===== config.mk =====
export PLATFORM = sky130hd
export DESIGN_NAME = coherence_bus_flat
export DESIGN_NICKNAME = d
export VERILOG_FILES = /design/src/rtl/common.sv /design/src/rtl/coherence_bus_if.sv /design/src/rtl/rr_arbiter2.sv /design/src/rtl/coherence_bus.sv /design/src/flat_wrapper.sv
export SDC_FILE = /design/constraint.sdc
export NUM_CORES = 1
export LEC_CHECK = 0
export CORE_UTILIZATION = 40
export DETAILED_ROUTE_END_ITERATION = 10
export GPL_TIMING_DRIVEN = 0
export MAX_ROUTING_LAYER = met4
export PLACE_DENSITY = 0.78
export SLEW_MARGIN = 20
export SYNTH_ARGS = -nofsm -noshare
export SYNTH_HDL_FRONTEND = slang
export SYNTH_SLANG_ARGS = --single-unit

===== constraint.sdc =====
create_clock -name clk -period 2.4 [get_ports clk]
set_input_delay 0.48 -clock clk [delete_from_list [all_inputs] [get_ports clk]]
set_output_delay 0.48 -clock clk [all_outputs]
set_load 0.05 [all_outputs]

===== src/rtl/common.sv =====
// Shared types for the two-core snooping coherence bus.
// req_type_t  : kind of request a core has pending on the bus
// bus_state_t : bus controller FSM state
// blk_state_t : per-line cache state used by the attached caches
package common;

  typedef enum logic [1:0] {
    REQ_NONE    = 2'd0,
    REQ_RD_MISS = 2'd1,
    REQ_WR_MISS = 2'd2,
    REQ_UPGRADE = 2'd3
  } req_type_t;

  typedef enum logic [2:0] {
    ST_IDLE  = 3'd0,
    ST_SNOOP = 3'd1,
    ST_WB    = 3'd2,
    ST_MEM   = 3'd3,
    ST_RESP  = 3'd4
  } bus_state_t;

  typedef enum logic [1:0] {
    BLK_INVALID  = 2'd0,
    BLK_SHARED   = 2'd1,
    BLK_MODIFIED = 2'd2
  } blk_state_t;

  // Several pulses in one cycle from the same core collapse to the
  // strongest request: write miss, then upgrade, then read miss.
  function automatic req_type_t decode_req(input logic wm, input logic inv, input logic rm);
    if (wm) return REQ_WR_MISS;
    if (inv) return REQ_UPGRADE;
    if (rm) return REQ_RD_MISS;
    return REQ_NONE;
  endfunction

endpackage


===== src/rtl/coherence_bus_if.sv =====
// Signal bundle between the coherence bus, the two cache controllers and
// the shared memory.
// master : the bus controller (drives snoop, memory and fill signals)
// slave  : the environment (caches + memory)
interface coherence_bus_if #(
  parameter int ADDR_W = 13,
  parameter int DATA_W = 16
);
  logic [1:0][ADDR_W-1:0] req_addr;
  logic [1:0]             read_miss;
  logic [1:0]             write_miss;
  logic [1:0]             invalidate;
  logic [1:0]             snoop_search;
  logic [ADDR_W-3:0]      snoop_boci;
  logic [1:0]             snoop_found;
  logic [1:0]             snoop_dirty;
  logic [1:0][DATA_W-1:0] snoop_data;
  logic [1:0]             snoop_inval;
  logic [1:0]             snoop_downgrade;
  logic [ADDR_W-1:0]      mem_addr;
  logic                   mem_re;
  logic                   mem_we;
  logic [DATA_W-1:0]      mem_wdata;
  logic [DATA_W-1:0]      mem_rdata;
  logic                   mem_rdy;
  logic [1:0]             fill_valid;
  logic [DATA_W-1:0]      fill_data;
  logic                   busy;

  modport master (
    input  req_addr, read_miss, write_miss, invalidate,
           snoop_found, snoop_dirty, snoop_data, mem_rdata, mem_rdy,
    output snoop_search, snoop_boci, snoop_inval, snoop_downgrade,
           mem_addr, mem_re, mem_we, mem_wdata, fill_valid, fill_data, busy
  );

  modport slave (
    output req_addr, read_miss, write_miss, invalidate,
           snoop_found, snoop_dirty, snoop_data, mem_rdata, mem_rdy,
    input  snoop_search, snoop_boci, snoop_inval, snoop_downgrade,
           mem_addr, mem_re, mem_we, mem_wdata, fill_valid, fill_data, busy
  );
endinterface


===== src/rtl/rr_arbiter2.sv =====
// Two-way round-robin arbiter.
// req       : pending request per core
// advance   : the grant is being taken this cycle
// gnt       : index of the winning core
// gnt_valid : at least one request pending
// The priority pointer only moves when both cores compete, so a lone
// request never costs the other core its turn at the next contention.
module rr_arbiter2 (
  input  logic       clk,
  input  logic       rst_n,
  input  logic [1:0] req,
  input  logic       advance,
  output logic       gnt,
  output logic       gnt_valid
);
  logic last_q, last_d;

  always_comb begin
    gnt_valid = |req;
    gnt       = 1'b0;
    case (req)
      2'b10:   gnt = 1'b1;
      2'b11:   gnt = ~last_q;
      default: gnt = 1'b0;
    endcase
    last_d = last_q;
    if (advance && req == 2'b11) last_d = gnt;
  end

  // Core 1 counts as last winner out of reset so core 0 wins first.
  always_ff @(posedge clk or negedge rst_n) begin
    if (!rst_n) last_q <= 1'b1;
    else        last_q <= last_d;
  end
endmodule


===== src/rtl/coherence_bus.sv =====
// Snooping coherence bus for two cores: one pending request per core,
// round-robin grant, snoop of the other core, optional write-back or
// memory read, then a one-cycle fill response to the requester.
// clk, rst_n : system clock, async active-low reset
// bus        : master side of coherence_bus_if (cores, snoop, memory)
//
// state    | meaning
// IDLE     | waiting for any pending request
// SNOOP    | search strobe to the other core, sample its answer
// WB       | write snooped dirty word to memory until mem_rdy
// MEM      | read memory until mem_rdy, capture mem_rdata
// RESP     | fill_valid to requester, clear its pending entry
module coherence_bus
  import common::*;
#(
  parameter int ADDR_W = 13,
  parameter int DATA_W = 16
) (
  input logic           clk,
  input logic           rst_n,
  coherence_bus_if.master bus
);
  bus_state_t             state_q, state_d;
  req_type_t              pend_type_q [2];
  req_type_t              pend_type_d [2];
  req_type_t              pulse_type  [2];
  logic [1:0][ADDR_W-1:0] pend_addr_q, pend_addr_d;
  logic                   grant_q, grant_d;
  logic [DATA_W-1:0]      data_q, data_d;
  logic [1:0]             inval_q, inval_d, dgrade_q, dgrade_d;
  logic [1:0]             pend_vld;
  logic                   arb_gnt, arb_vld, arb_adv;
  logic                   other;
  req_type_t              cur_type;
  logic [ADDR_W-1:0]      cur_addr;

  assign pulse_type[0] = decode_req(bus.write_miss[0], bus.invalidate[0], bus.read_miss[0]);
  assign pulse_type[1] = decode_req(bus.write_miss[1], bus.invalidate[1], bus.read_miss[1]);
  assign pend_vld = {pend_type_q[1] != REQ_NONE, pend_type_q[0] != REQ_NONE};
  assign other    = ~grant_q;
  assign cur_type = pend_type_q[grant_q];
  assign cur_addr = pend_addr_q[grant_q];

  rr_arbiter2 u_arb (
    .clk       (clk),
    .rst_n     (rst_n),
    .req       (pend_vld),
    .advance   (arb_adv),
    .gnt       (arb_gnt),
    .gnt_valid (arb_vld)
  );

  // A core already pending ignores new pulses; the granted core's entry
  // stays valid until RESP so its pulses are dropped for the whole service.
  always_comb begin
    pend_type_d = pend_type_q;
    pend_addr_d = pend_addr_q;
    for (int i = 0; i < 2; i++) begin
      if (state_q == ST_RESP && grant_q == 1'(i)) pend_type_d[i] = REQ_NONE;
      if (pend_type_q[i] == REQ_NONE && pulse_type[i] != REQ_NONE) begin
        pend_type_d[i] = pulse_type[i];
        pend_addr_d[i] = bus.req_addr[i];
      end
    end
  end

  always_comb begin
    state_d  = state_q;
    grant_d  = grant_q;
    data_d   = data_q;
    inval_d  = '0;
    dgrade_d = '0;
    arb_adv  = 1'b0;
    case (state_q)
      ST_IDLE: begin
        if (arb_vld) begin
          arb_adv = 1'b1;
          grant_d = arb_gnt;
          state_d = ST_SNOOP;
        end
      end
      ST_SNOOP: begin
        if (cur_type == REQ_UPGRADE) begin
          inval_d[other] = bus.snoop_found[other];
          state_d        = ST_RESP;
        end else if (bus.snoop_found[other]) begin
          if (cur_type == REQ_WR_MISS) inval_d[other]  = 1'b1;
          else                         dgrade_d[other] = 1'b1;
          data_d  = bus.snoop_data[other];
          state_d = bus.snoop_dirty[other] ? ST_WB : ST_RESP;
        end else begin
          state_d = ST_MEM;
        end
      end
      ST_WB: begin
        if (bus.mem_rdy) state_d = ST_RESP;
      end
      ST_MEM: begin
        if (bus.mem_rdy) begin
          data_d  = bus.mem_rdata;
          state_d = ST_RESP;
        end
      end
      ST_RESP: state_d = ST_IDLE;
      default: state_d = ST_IDLE;
    endcase
  end

  always_ff @(posedge clk or negedge rst_n) begin
    if (!rst_n) begin
      state_q     <= ST_IDLE;
      pend_type_q <= '{REQ_NONE, REQ_NONE};
      pend_addr_q <= '0;
      grant_q     <= 1'b0;
      data_q      <= '0;
      inval_q     <= '0;
      dgrade_q    <= '0;
    end else begin
      state_q     <= state_d;
      pend_type_q <= pend_type_d;
      pend_addr_q <= pend_addr_d;
      grant_q     <= grant_d;
      data_q      <= data_d;
      inval_q     <= inval_d;
      dgrade_q    <= dgrade_d;
    end
  end

  // Memory strobes decode straight from state so reset drops them at once.
  assign bus.busy            = state_q != ST_IDLE;
  assign bus.snoop_search    = (state_q == ST_SNOOP) ? (grant_q ? 2'b01 : 2'b10) : 2'b00;
  assign bus.snoop_boci      = bus.busy ? cur_addr[ADDR_W-1:2] : '0;
  assign bus.snoop_inval     = inval_q;
  assign bus.snoop_downgrade = dgrade_q;
  assign bus.mem_re          = state_q == ST_MEM;
  assign bus.mem_we          = state_q == ST_WB;
  assign bus.mem_addr        = (state_q == ST_MEM || state_q == ST_WB) ? cur_addr : '0;
  assign bus.mem_wdata       = (state_q == ST_WB) ? data_q : '0;
  assign bus.fill_valid      = (state_q == ST_RESP) ? (grant_q ? 2'b10 : 2'b01) : 2'b00;
  assign bus.fill_data       = data_q;
endmodule


===== src/flat_wrapper.sv =====
// flat-port wrapper written by rule: the top's interface ports become plain ports
module coherence_bus_flat import common::*;
#(
  parameter int ADDR_W = 13,
  parameter int DATA_W = 16
)
  (clk, rst_n, bus_req_addr, bus_read_miss, bus_write_miss, bus_invalidate, bus_snoop_found, bus_snoop_dirty, bus_snoop_data, bus_mem_rdata, bus_mem_rdy, bus_snoop_search, bus_snoop_boci, bus_snoop_inval, bus_snoop_downgrade, bus_mem_addr, bus_mem_re, bus_mem_we, bus_mem_wdata, bus_fill_valid, bus_fill_data, bus_busy);
  coherence_bus_if #(.ADDR_W(ADDR_W), .DATA_W(DATA_W)) bus_i ();
  input logic clk;
  input logic rst_n;
  input wire logic [$bits(bus_i.req_addr)-1:0] bus_req_addr;
  input wire logic [$bits(bus_i.read_miss)-1:0] bus_read_miss;
  input wire logic [$bits(bus_i.write_miss)-1:0] bus_write_miss;
  input wire logic [$bits(bus_i.invalidate)-1:0] bus_invalidate;
  input wire logic [$bits(bus_i.snoop_found)-1:0] bus_snoop_found;
  input wire logic [$bits(bus_i.snoop_dirty)-1:0] bus_snoop_dirty;
  input wire logic [$bits(bus_i.snoop_data)-1:0] bus_snoop_data;
  input wire logic [$bits(bus_i.mem_rdata)-1:0] bus_mem_rdata;
  input wire logic [$bits(bus_i.mem_rdy)-1:0] bus_mem_rdy;
  output wire logic [$bits(bus_i.snoop_search)-1:0] bus_snoop_search;
  output wire logic [$bits(bus_i.snoop_boci)-1:0] bus_snoop_boci;
  output wire logic [$bits(bus_i.snoop_inval)-1:0] bus_snoop_inval;
  output wire logic [$bits(bus_i.snoop_downgrade)-1:0] bus_snoop_downgrade;
  output wire logic [$bits(bus_i.mem_addr)-1:0] bus_mem_addr;
  output wire logic [$bits(bus_i.mem_re)-1:0] bus_mem_re;
  output wire logic [$bits(bus_i.mem_we)-1:0] bus_mem_we;
  output wire logic [$bits(bus_i.mem_wdata)-1:0] bus_mem_wdata;
  output wire logic [$bits(bus_i.fill_valid)-1:0] bus_fill_valid;
  output wire logic [$bits(bus_i.fill_data)-1:0] bus_fill_data;
  output wire logic [$bits(bus_i.busy)-1:0] bus_busy;
  assign bus_i.req_addr = bus_req_addr;
  assign bus_i.read_miss = bus_read_miss;
  assign bus_i.write_miss = bus_write_miss;
  assign bus_i.invalidate = bus_invalidate;
  assign bus_i.snoop_found = bus_snoop_found;
  assign bus_i.snoop_dirty = bus_snoop_dirty;
  assign bus_i.snoop_data = bus_snoop_data;
  assign bus_i.mem_rdata = bus_mem_rdata;
  assign bus_i.mem_rdy = bus_mem_rdy;
  assign bus_snoop_search = bus_i.snoop_search;
  assign bus_snoop_boci = bus_i.snoop_boci;
  assign bus_snoop_inval = bus_i.snoop_inval;
  assign bus_snoop_downgrade = bus_i.snoop_downgrade;
  assign bus_mem_addr = bus_i.mem_addr;
  assign bus_mem_re = bus_i.mem_re;
  assign bus_mem_we = bus_i.mem_we;
  assign bus_mem_wdata = bus_i.mem_wdata;
  assign bus_fill_valid = bus_i.fill_valid;
  assign bus_fill_data = bus_i.fill_data;
  assign bus_busy = bus_i.busy;
  coherence_bus #(.ADDR_W(ADDR_W), .DATA_W(DATA_W)) u_core (.clk(clk), .rst_n(rst_n), .bus(bus_i));
endmodule

==> impl_results.md <==
* Outcome: complete, no violations
* DR vias at 2768
* CTS tree: yes
* Simple-Gate Fraction of Synth Area at 13.7%
* Full die area at 0.00773 sq mm
* CTS H-Tree Depth at 2
* Vias/cell at 4.99
* Max incr delay on CP at 0.37 ns
* # diodes at 0
* Core ar. at 0.00694 sq mm
* Critical path endpoint category: primary output
* Post-Route WL at 8670 microns
* Final worst slack at 0.102 ns
* Most common cell after layout, fill and taps aside: clkdlybuf4s50_1
* Crit start category: flip-flop
* Unrepaired setup endpoints after global routing: no
* CTS Buffer Depth at 2
* Area Overhead vs Synth at 54.1%
* Commonest cells after routing, fill and taps aside: 105 x clkdlybuf4s50_1, 54 x dfrtp_1, 43 x mux2i_1
* Worst skew pair latency at 0.31 ns
* Fillers at 596
* Placed cells at 546
* Core Rows at 30
* Hold-fix buffers, CTS at 0
* Sinks on Clock Net at 55
* R2r setup slk at 0.51 ns
* Final hold viol count at 0
* Pwr Density at 1460 mW/mm^2
* Root buffer cell: clkbuf_8
* Sequential cell area at 0.00138 sq mm
* Worst-path cell chain: buf_4 > clkbuf_2 > clkbuf_2 > nor3_1 > buf_4
* Drt wl/cell at 15.6 microns
* Ys Warns at 0
* Combinational family with the most area after synthesis: multiplexers
* Final cell count without fillers at 555
* Port bufs at 153
* Final layout net count at 545
* Yosys cell types at 33
* Worst slack at placement at -0.643 ns
* Complex-gate fraction of the synthesized area at 7.37%
* R2R depth at 4
* Chip width at 87.9 microns
* # setup viols final at 0
* DRT Pass-1 Iters at 4
* Fin util at 65.5%
* Worst r2r dst: u_core.pend_addr_q[24]
* Initial Util at 42.5%
* IO Count at 154
* Critical path class: flip-flop to primary output
* Num CTS Buffers at 5
* Die Y at 87.9 microns
* CP Max Fanout at 10
* Area occupied by multi-input gates at 0.00141 sq mm
* Post-route ant nets at 0
* Period utilization at 95.7%
* Minimum clock period after layout at 2.30 ns
* Flops & latches, synth at 55
* Layout cells sized above 1 at 23.5%
* DP HPWL at 6800 microns
* Largest net degree at the start of global routing at 56
* Final Power at 0.00665 W
* First-pass GRT wire length at 13200 microns
* Reg-to-Reg Start: u_core.pend_type_q[1]
* Syn Std Cell Area at 0.00295 sq mm
* Final Max Slew Viols at 0
* Worst-margin pin slew at 0.698 ns
* Avg Cell Area, Syn at 9.95 sq um
* Worst Path Arrival at 1.82 ns
* Grt ovf at 0
* Post-synthesis mux area share at 25.5%
* Syn Nets at 384
* Cell count after synthesis at 297
* Leak Pwr at 2.27 nW
* IR Drop Worst-Case VDD at 930 uV
* Layout Skew at 0.00555 ns
* Vias in the first global route at 2655
* Clock slew at reported path FFs at 0.09 ns
* MaxCap Viol Count at 0
* 1st-iter DRT viols at 95
* Post-Synth Adder-Cell Area at 0%
* CP required at 1.92 ns
* Drt drc at 0
* Achievable Freq at 435 MHz
* Initial antenna violation count at 0
* Hold crit path type: input port to asynchronous set/reset pin
* Rel. slew slack at 53.5%
* CP max stage cell: dfrtp_1
* Overall Global Routing Usage at 23.4%
* GP Congestion at 0.918
* Post-synthesis sequential area ratio at 46.6%
* Synth Area in XOR/XNOR at 0.296%
[logic make-up after synthesis]
kind of cell | Yosys count
buffers and inverters | 40
xor gates and xnor gates | 1
and+or+nand+nor | 92
muxes | 72
DFF | 55
AOI/OAI and AO/OA | 37
[metrics by stage]
stage               setup TNS [ns]  cell area, sq um  hold slack [ns]
floorplan                   -0.755              2950            0.184
global placement            -61.46              4610            0.487
detailed placement          -14.36              4600            0.495
CTS                         -0.134              4670            0.234
global route                     0              4550            0.255
finish                           0              4550            0.202
[layer usage]
| metal | up-vias | global-route usage, % | share of wire, % |
|---|---|---|---|
| met3 | 14 | 4.62 | 4.9 |
| met2 | 93 | 38.5 | 51 |
| met1 | 1331 | 28.6 | 42 |
| met4 | 0 | 8.20 | 2.4 |
| li1 | 1330 | - | - |
| met5 | - | - | 0 |
[worst max path at each step]
stage / from / end / slack (ns) / cells past startpoint
after floorplan: u_core.state_q[0] / bus_mem_wdata[10] / -0.08 / 4
final: u_core.state_q[0] / bus_mem_wdata[8] / 0.10 / 5
after detailed placement: u_core.grant_q / bus_mem_addr[11] / -0.64 / 6
after global placement: rst_n / u_core.bus.snoop_downgrade[1] / -0.88 / 1
after CTS: u_core.state_q[2] / bus_mem_we / -0.07 / 5
after global routing: u_core.state_q[0] / bus_mem_wdata[13] / 0.002 / 5
[critical path, delay by kind of cell, from the launching register on]
kind | cells | cell delay (ns)
flops | 1 | 0.37
buf+inv | 4 | 0.86
simple gates | 1 | 0.28
[layout make-up]
class | instances | area share [%]
inverters | 19 | 1.57
well taps | 96 | 2.64
flip-flops and latches | 55 | 30.3
repair buffers | 154 | 29.2
clock buffers | 8 | 2.20
multi-input cells | 202 | 30.9
plain buffers | 21 | 3.24
[cells in the mapped netlist]
cell type  count  area share [%]
o31a_1         2            0.59
buf_6          2            0.76
dfrtp_1       54              46
or3b_4         1            0.38
and2_1         1            0.21
inv_1         18             2.3
nor3_1        18             3.0
buf_1          1            0.13
o21ai_1        1            0.17
nand3b_1       2            0.51
o32ai_1        1            0.30
nor2_1        38             4.8
clkbuf_1      10             1.3
nand3_1        3            0.51
nand2b_1       3            0.64
buf_12         1            0.68
and3_1         2            0.42
o22a_1         1            0.30
a21oi_1        1            0.17
nand2_1       23             2.9
o21ai_0       26             4.4
inv_2          1            0.13
buf_4          1            0.25
o31ai_1        2            0.51
a32o_1         1            0.34
nor2b_1        1            0.21
a21o_1         1            0.25
dfstp_2        1            0.89
mux2_2        26             9.9
buf_2          6             1.0
o32a_1         1            0.34
mux2i_1       46              16
xor2_1         1            0.30
[repair_timing]
item / CTS / global route
endpoints found under the setup margin: 47 / 30
gates resized for setup: 209 / 57
setup buffers: 0 / 1
[report_power, final]
group,switching (W),internal [W],total [W],leakage (nW)
Combinational,0.00293,0.00154,0.00447,1.57
Clock,0.000295,0.000264,0.000559,0.0515
Sequential,0.000239,0.00138,0.00162,0.648
Total,0.00346,0.00319,0.00665,2.27
[state kept, by name (all words and copies together), names as in the netlist]
name	count
u_core.bus.fill_data	16
u_core.bus.snoop_downgrade	2
u_core.bus.snoop_inval	2
u_core.grant_q	1
u_core.pend_addr_q	26
u_core.pend_type_q	4
u_core.state_q	3
u_core.u_arb.last_q	1
Power figures use the tool's default switching activity.
